$ cat src/rtl/typedefs.sv
// Shared types for the 8-bit accumulator CPU.
//   opcode_t : 3-bit instruction opcode held in the instruction register
//   state_t  : 3-bit sequencer phase, stepped in numeric order 0..7
//   is_aluop : opcodes whose result is loaded into the accumulator from the alu
package typedefs;

  typedef enum logic [2:0] {
    HLT = 3'd0,
    SKZ = 3'd1,
    ADD = 3'd2,
    AND = 3'd3,
    XOR = 3'd4,
    LDA = 3'd5,
    STO = 3'd6,
    JMP = 3'd7
  } opcode_t;

  typedef enum logic [2:0] {
    INST_ADDR  = 3'd0,
    INST_FETCH = 3'd1,
    INST_LOAD  = 3'd2,
    IDLE       = 3'd3,
    OP_ADDR    = 3'd4,
    OP_FETCH   = 3'd5,
    ALU_OP     = 3'd6,
    STORE      = 3'd7
  } state_t;

  function automatic logic is_aluop(input opcode_t op);
    return (op == ADD) || (op == AND) || (op == XOR) || (op == LDA);
  endfunction

endpackage

$ cat src/rtl/phase_counter.sv
// Wrapping 3-bit phase counter for the CPU sequencer.
//   clk   : system clock
//   rst   : synchronous active-high reset to INST_ADDR
//   hold  : when 1 the phase keeps its value this cycle
//   phase : current phase
module phase_counter
  import typedefs::*;
(
  input  logic   clk,
  input  logic   rst,
  input  logic   hold,
  output state_t phase
);

  state_t phase_q, phase_d;

  always_comb begin
    phase_d = phase_q;
    if (!hold) phase_d = state_t'(3'(phase_q) + 3'd1);
  end

  always_ff @(posedge clk) begin
    if (rst) phase_q <= INST_ADDR;
    else     phase_q <= phase_d;
  end

  assign phase = phase_q;

endmodule

$ cat src/rtl/cpu_sequencer.sv
// Eight-phase control sequencer for the 8-bit accumulator CPU.
//   clk, rst   : system clock, synchronous active-high reset
//   opcode     : current instruction opcode
//   zero       : accumulator-zero flag, used by SKZ in ALU_OP
//   go         : resume pulse for halt or step pause
//   step_mode  : pause before each instruction fetch
//   phase      : current phase
//   mem_rd, load_ir, halt, inc_pc, load_ac, load_pc, mem_wr : datapath strobes
//   retired    : one-cycle pulse in the STORE phase of each instruction
module cpu_sequencer
  import typedefs::*;
(
  input  logic    clk,
  input  logic    rst,
  input  opcode_t opcode,
  input  logic    zero,
  input  logic    go,
  input  logic    step_mode,
  output state_t  phase,
  output logic    mem_rd,
  output logic    load_ir,
  output logic    halt,
  output logic    inc_pc,
  output logic    load_ac,
  output logic    load_pc,
  output logic    mem_wr,
  output logic    retired
);

  logic halted_q, halted_d;
  logic paused_q, paused_d;
  logic hold;
  logic aluop;
  logic op_addr_entry;

  phase_counter u_phase_counter (
    .clk   (clk),
    .rst   (rst),
    .hold  (hold),
    .phase (phase)
  );

  always_comb begin
    halted_d = halted_q;
    paused_d = paused_q;
    hold     = 1'b0;
    if (halted_q || paused_q) begin
      // Only one of the flags can be set; go releases it and lets the phase move on.
      hold = !go;
      if (go) begin
        halted_d = 1'b0;
        paused_d = 1'b0;
      end
    end else if (phase == OP_ADDR && opcode == HLT) begin
      halted_d = 1'b1;
      hold     = 1'b1;
    end else if (phase == STORE) begin
      paused_d = step_mode;
    end
  end

  always_ff @(posedge clk) begin
    if (rst) begin
      halted_q <= 1'b0;
      paused_q <= 1'b0;
    end else begin
      halted_q <= halted_d;
      paused_q <= paused_d;
    end
  end

  // halted sets at the end of the first OP_ADDR cycle and go always moves the
  // phase on to OP_FETCH, so !halted_q marks exactly the OP_ADDR entry cycle.
  assign op_addr_entry = (phase == OP_ADDR) && !halted_q;
  assign aluop         = is_aluop(opcode);

  always_comb begin
    mem_rd  = 1'b0;
    load_ir = 1'b0;
    halt    = 1'b0;
    inc_pc  = 1'b0;
    load_ac = 1'b0;
    load_pc = 1'b0;
    mem_wr  = 1'b0;
    retired = 1'b0;
    unique case (phase)
      INST_ADDR: ;
      INST_FETCH: mem_rd = 1'b1;
      INST_LOAD, IDLE: begin
        mem_rd  = 1'b1;
        load_ir = 1'b1;
      end
      OP_ADDR: begin
        inc_pc = op_addr_entry;
        halt   = (opcode == HLT) || halted_q;
      end
      OP_FETCH: mem_rd = aluop;
      ALU_OP: begin
        mem_rd  = aluop;
        load_ac = aluop;
        inc_pc  = (opcode == SKZ) && zero;
        load_pc = (opcode == JMP);
      end
      STORE: begin
        mem_rd  = aluop;
        load_ac = aluop;
        inc_pc  = (opcode == JMP);
        load_pc = (opcode == JMP);
        mem_wr  = (opcode == STO);
        retired = 1'b1;
      end
      default: ;
    endcase
  end

endmodule

$ cat config.mk
export PLATFORM = sky130hd
export DESIGN_NAME = cpu_sequencer
export DESIGN_NICKNAME = d
export VERILOG_FILES = /design/src/rtl/typedefs.sv /design/src/rtl/phase_counter.sv /design/src/rtl/cpu_sequencer.sv
export SDC_FILE = /design/constraint.sdc
export NUM_CORES = 1
export LEC_CHECK = 0
export CAP_MARGIN = 20
export CORE_AREA = 2 2 39 41
export CTS_BUF_LIST = sky130_fd_sc_hd__clkbuf_2
export CTS_CLUSTER_DIAMETER = 150
export DETAILED_ROUTE_END_ITERATION = 16
export DIE_AREA = 0 0 41 43
export PLACE_DENSITY = 0.69
export SYNTH_ARGS = -nofsm -noshare
export SYNTH_HDL_FRONTEND = slang
export SYNTH_SLANG_ARGS = --single-unit
$ cat constraint.sdc
create_clock -name clk -period 1.75 [get_ports clk]
set_input_delay 0.2625 -clock clk [delete_from_list [all_inputs] [get_ports clk]]
set_output_delay 0.2625 -clock clk [all_outputs]
set_load 0.01 [all_outputs]
# == Word-level counts from Yosys, hierarchy flattened ==
# Index checks and enable logic that the tools add are counted.
# word_totals
ff_bits,5
in_bits,8
output_inout_bits,11
elab_cells,55
# op_classes
n_addsub,1
eq_ne,16
n_mux,16
reduce_logical,19
# op_table
cell,n
$eq 3x3->1 const B,8
$mux 1,14
$eq 3x2->1 const B,4
$eq 3x1->1 const B,2
$reduce_or 3->1,2
$logic_or 1x1->1,5
$ne 2x2->1 const B,2
$reduce_bool 2->1,2
$reduce_or 2->1,2
$add 3x1->3 const B,1
$logic_and 1x1->1,3
$logic_not 3->1,1
$pmux 1 s3,1
$reduce_and 3->1,1
$logic_not 1->1,2
$pmux 1 s2,1
$reduce_and 2->1,1

# == Longest topological paths before layout ==
# Gate-level depths: netlist of the first run.
# depth
word_depth,5
mapped_depth,5

# == Cells and area by module ==
# From an unflattened synthesis of the first run, not the netlist that was laid out.
# unflattened
cells_unflattened,39
hier_area_um2,331.6
# modules_own_cells
mod,n_inst,cells_per_inst,area_per_inst_um2
cpu_sequencer,1,27,201.4
phase_counter,1,12,130.1

# == Worst setup path before layout of the first run ==
# No wires, ideal clock.
# synth_path
path_type,reg2out
start,register u_phase_counter.phase_q[0] (netlist: u_phase_counter.phase[0])
end,output port mem_rd
arrival_ns,1.386
setup_slack_ns,0.101
path_stages_with_launch,5
cell_sequence,dfxtp_1 > inv_1 > ha_1 > or3_2 > a21o_1
# synth_between
elab_chain_cells,3
elab_cells_between_ends,9
classes_between,eq/ne (6); mux (1); reduce/logical (2)
# synth_lines
element,line_no,rtl
"start, declared",phase_counter.sv:15,"state_t phase_q, phase_d;"
"start signal, assigned",phase_counter.sv:24,else phase_q <= phase_d;
$eq 3x3->1 (tied with other cells),cpu_sequencer.sv:86,unique case (phase)
$reduce_or 3->1 (no source line),-,
$pmux 1 s2 *,cpu_sequencer.sv:86,
"end, declared",cpu_sequencer.sv:20,"output logic mem_rd,"
# Every way passes the cells marked *; elsewhere a longest branch is shown, timed or not.

# == Final worst setup path of the first run ==
# Same ends and word-level chain as after synthesis.

==> summary by stage, run 1 <==
Outcome
The run finished with clean final reports.

Logic synthesis
Summing every instance area after synthesis gives ~430 um^2. The cell with the most instances after synthesis is sky130_fd_sc_hd__nor2_1. After synthesis, the cell types taking the most area are sky130_fd_sc_hd__dfxtp_1, sky130_fd_sc_hd__ha_1, sky130_fd_sc_hd__nor2_1, sky130_fd_sc_hd__inv_1, sky130_fd_sc_hd__and4bb_4. The cell accounting for the most synthesized area is sky130_fd_sc_hd__dfxtp_1. The post-synth net total is 63. The sequential-to-total area share from yosys stat is 0.2319.

The count of unique library cells instantiated by Yosys is 25. The number of warning messages in the yosys log is 0. The synthesized instance count is 49. The flip-flop and latch count after synthesis is 5. The fraction of synthesized cell area taken by the top area cell type is 0.2319. Ranked by instance count, the synthesized netlist is headed by sky130_fd_sc_hd__nor2_1, sky130_fd_sc_hd__ha_1, sky130_fd_sc_hd__dfxtp_1, sky130_fd_sc_hd__inv_1. A synthesized cell averages 8.809 um^2.

Of all flip-flops after synthesis, the portion carrying an async set or reset was 0. Among all flip-flop cells after synthesis, the most frequent one is sky130_fd_sc_hd__dfxtp_1. In this run, synthesis inferred 0 flip-flops with an integrated enable.

Detailed routing
The average detailed-routed wire length per instance is 11.39 um. The detail route stage leaves a number of antenna-violating nets equal to 0. The pre-antenna-repair detailed-routing pass consisted of 4 iterations. The initial DRC count is 11. For this run, design rule violations remaining after detail routing come to 0.

In the routed layout, each cell is associated on average with a via count of 4.765. The via count is approximately 500. For this block, the routed nets add up to between 1000 and 1500 um of wire.

CTS
Clock-pin slew was measured on the worst setup and hold paths at approximately 60 ps. CTS built an H-tree with a depth of 1. The clock net in this run drives a total of 5 sinks. The maximum root-to-sink buffer count is 2. In this run, CTS created clock tree buffers numbering 3.

The library cell used as clock root buffer is sky130_fd_sc_hd__clkbuf_2. After clock tree synthesis, the flow added hold-fix buffers numbering 0. The clock reaches the later pin of the worst-skew pair after 210 ps. The CTS tree is built.

Worst setup path
The kind of end point of the critical path is an output port. The launching element type of the critical path is a flop. The startpoint-to-endpoint class of the critical path is reg -> out.

The critical path required time is between 1000 and 1500 ps. At the worst endpoint, the arrival time is around 1400 ps. Along the worst path, the maximum fanout reaches 3.

Run
The tool flagged a number of max-cap violations equal to 0.

Pwr
The leakage power is 0.0003717 uW. Of the total power, registers draw 0.311. Summed over all nets, the switching power comes to ~130 uW.

The share of total power dissipated in combinational logic is 0.435. The fraction of power consumed by the clock network is 0.253. The maximum vdd drop is 0.3465 mV.

Of the total power, the share spent switching nets is 0.3108. The internal power is ~290 uW. Power spread over the standard cell area amounts to between 500 and 600 mW/mm^2.

Timing
On the final layout, the worst hold slack is roughly 600 ps. Across the routed clock network, the largest skew measured is 1.532 ps. Timing would allow up to between 500 and 600 MHz.

Of the available clock period, the critical path in the final layout requires 0.9729. Setup violations remaining at the end of the flow were counted as 0. The measured slew at the worst slew-check pin is about 240 ps. Measured against its own limit, the worst slew margin works out to 0.8429. Setup repair after global routing could not meet its margin everywhere. The final count of hold timing violations is 0. The final critical delay including setup and external delays is around 1700 ps.

The count of final max-slew check failures is 0.

Finish
Once layout is complete, the utilization of the core stands at 0.5750. The antenna cell count is 0. At the end of the flow, the number of nets in the layout was 101. Of the cells placed in the final design, the portion with a size suffix greater than 1 is 0.4767. Compared with the post-synthesis result, the final layout area differs by 84.35%. Once layout is done, the placed cells without fillers occupy roughly 800 um^2.

Placement
The instance area at placement is about 740 um^2. Buffers placed on the I/O ports in this run total 18. Summed over all nets, the half-perimeter wirelength after detailed placement is 854.9 um.

Routability-driven placement finished with a final weighted congestion of 0.7604.

Floorplan
The die covers about 0.0018 mm^2. The floorplan row count is 14. The horizontal extent of the die is 41 um. For this configuration, the core starts out at a cell density of 0.3119.

The core region is ~0.0014 mm^2. The die height is ~43 um. 19 I/O pins were placed.

Global routing
The initial antenna violation count is 0. Entering global routing, the biggest net connects 8 pins. The total overflow left after global routing is 0. In the global route stage, overall resource usage came out at 0.1437. The number of global-route vias before repair is ~450. The global-route wire length before repair is between 1500 and 2000 um.

Worst hold path
The worst hold path belongs to the class reg -> reg.
[cells by family after synthesis]
kind of cell,after synthesis,synth area share
AO/OA/AOI/OAI,12,0.2232
XOR/XNOR,1,0.02029
adder cells (fa/ha/maj),6,0.1739
buffers and inverters,5,0.04348
flip-flops,5,0.2319
multiplexers,2,0.05796
AND/OR/NAND/NOR,18,0.2493
[cell type report]
type,count,area [um^2]
Clock buffer,4,20.02
Timing Repair Buffer,33,264.0
Fill cell,146,588.1
Inverter,5,18.77
Tap cell,16,20.02
Multi-Input combinational cell,39,370.4
Sequential cell,5,102.6
[state kept, by name (all words and copies together) (netlist names)]
signal,cells
paused_q,1
halted_q,1
u_phase_counter.phase,3
[metal layers]
layer,wire (um),GRT usage,up-vias,share of wire
met5,0,0,-,0
li1,-,-,252,-
met4,0,0.08000,0,0
met2,590,0.2313,18,0.51
met3,95,0.02094,0,0.082
met1,476,0.1710,216,0.41
[per-stage QoR]
stage          std cells  setup TNS [ps]  worst slack, ps  total power (uW)
3_3_place_gp          97           -1418           -310.1             299.4
2_1_floorplan         49               0            101.2             198.4
6_report             102               0            47.46             416.5
5_1_grt              102          -81.51           -43.38             450.7
4_1_cts              102               0           0.1714             409.5
3_5_place_dp          97           -1551           -342.4             300.3
[power by group through the flow]
stage                     combinational, uW  clock, uW  sequential, uW
after floorplan                        63.0          0             135
final                                   181        105             130
after global placement                  170          0             130
after global routing                    197        123             131
after detailed placement                170          0             130
after CTS                               168        112             129
[cell usage in the layout (no fill, tap or decap)]
| master | netlist | routed |
|---|---|---|
| sky130_fd_sc_hd__buf_4 | 0 | 14 |
| sky130_fd_sc_hd__nor2_1 | 8 | 8 |
| sky130_fd_sc_hd__clkdlybuf4s50_1 | 0 | 8 |
| sky130_fd_sc_hd__clkbuf_2 | 0 | 6 |
| sky130_fd_sc_hd__inv_1 | 5 | 4 |
| sky130_fd_sc_hd__ha_2 | 0 | 4 |
| sky130_fd_sc_hd__buf_2 | 0 | 4 |
| sky130_fd_sc_hd__dfxtp_1 | 5 | 3 |
| sky130_fd_sc_hd__a21o_1 | 2 | 2 |
| sky130_fd_sc_hd__nor3_1 | 2 | 2 |
| sky130_fd_sc_hd__a211oi_1 | 2 | 2 |
| sky130_fd_sc_hd__nand2b_1 | 2 | 2 |
| sky130_fd_sc_hd__ha_4 | 0 | 2 |
| sky130_fd_sc_hd__dlygate4sd2_1 | 0 | 2 |
| sky130_fd_sc_hd__clkdlybuf4s15_1 | 0 | 2 |
| sky130_fd_sc_hd__dfxtp_2 | 0 | 2 |
| sky130_fd_sc_hd__inv_2 | 0 | 1 |
| sky130_fd_sc_hd__xnor2_1 | 1 | 1 |
| sky130_fd_sc_hd__o21ai_0 | 1 | 1 |
| sky130_fd_sc_hd__or3_4 | 0 | 1 |
| sky130_fd_sc_hd__nor2b_1 | 1 | 1 |
| sky130_fd_sc_hd__a41oi_2 | 0 | 1 |
| sky130_fd_sc_hd__nand3_1 | 1 | 1 |
| sky130_fd_sc_hd__o22ai_1 | 1 | 1 |
| sky130_fd_sc_hd__nand2_1 | 1 | 1 |
| sky130_fd_sc_hd__a21oi_4 | 0 | 1 |
| sky130_fd_sc_hd__nor3_4 | 1 | 1 |
| sky130_fd_sc_hd__o211a_1 | 1 | 1 |
| sky130_fd_sc_hd__and4bb_4 | 1 | 1 |
| sky130_fd_sc_hd__a32oi_1 | 1 | 1 |
| sky130_fd_sc_hd__a2bb2oi_2 | 1 | 1 |
| sky130_fd_sc_hd__mux2i_1 | 1 | 1 |
| sky130_fd_sc_hd__mux2_4 | 1 | 1 |
| sky130_fd_sc_hd__a22oi_1 | 1 | 1 |
| sky130_fd_sc_hd__buf_6 | 0 | 1 |
[repair_timing]
action / CTS / global route
setup buffers: 1 / 0
endpoints found under the setup margin: 8 / 8
pin swaps: 1 / 2
gates resized for setup: 31 / 13
[final timing paths]
path / startpoint / to / slack, ps / cells after the start
setup / recovery: u_phase_counter.phase[0] / mem_rd / 50 / 5
hold reg to reg: paused_q / paused_q / 600 / 2
hold / removal: paused_q / paused_q / 600 / 2
setup reg to reg: u_phase_counter.phase[0] / u_phase_counter.phase[0] / 110 / 7
[critical path: stages, from the launching register on]
cell and delay (ps):
sky130_fd_sc_hd__dfxtp_2 350, sky130_fd_sc_hd__inv_2 40, sky130_fd_sc_hd__ha_2 180, sky130_fd_sc_hd__or3_4 350, sky130_fd_sc_hd__a21o_1 180, sky130_fd_sc_hd__buf_2 130
Note: power is estimated with default switching activity, not from simulation.
==> run 2: changes to the inputs <==
--- a/config.mk
+++ b/config.mk
@@ -11,6 +11,7 @@
 export CTS_CLUSTER_DIAMETER = 150
 export DETAILED_ROUTE_END_ITERATION = 16
 export DIE_AREA = 0 0 41 43
+export HOLD_SLACK_MARGIN = 0.03
 export PLACE_DENSITY = 0.69
 export SYNTH_ARGS = -nofsm -noshare
 export SYNTH_HDL_FRONTEND = slang
==> results of run 2 <==
Final layout, timing and power as in run 1 (identical DEF).
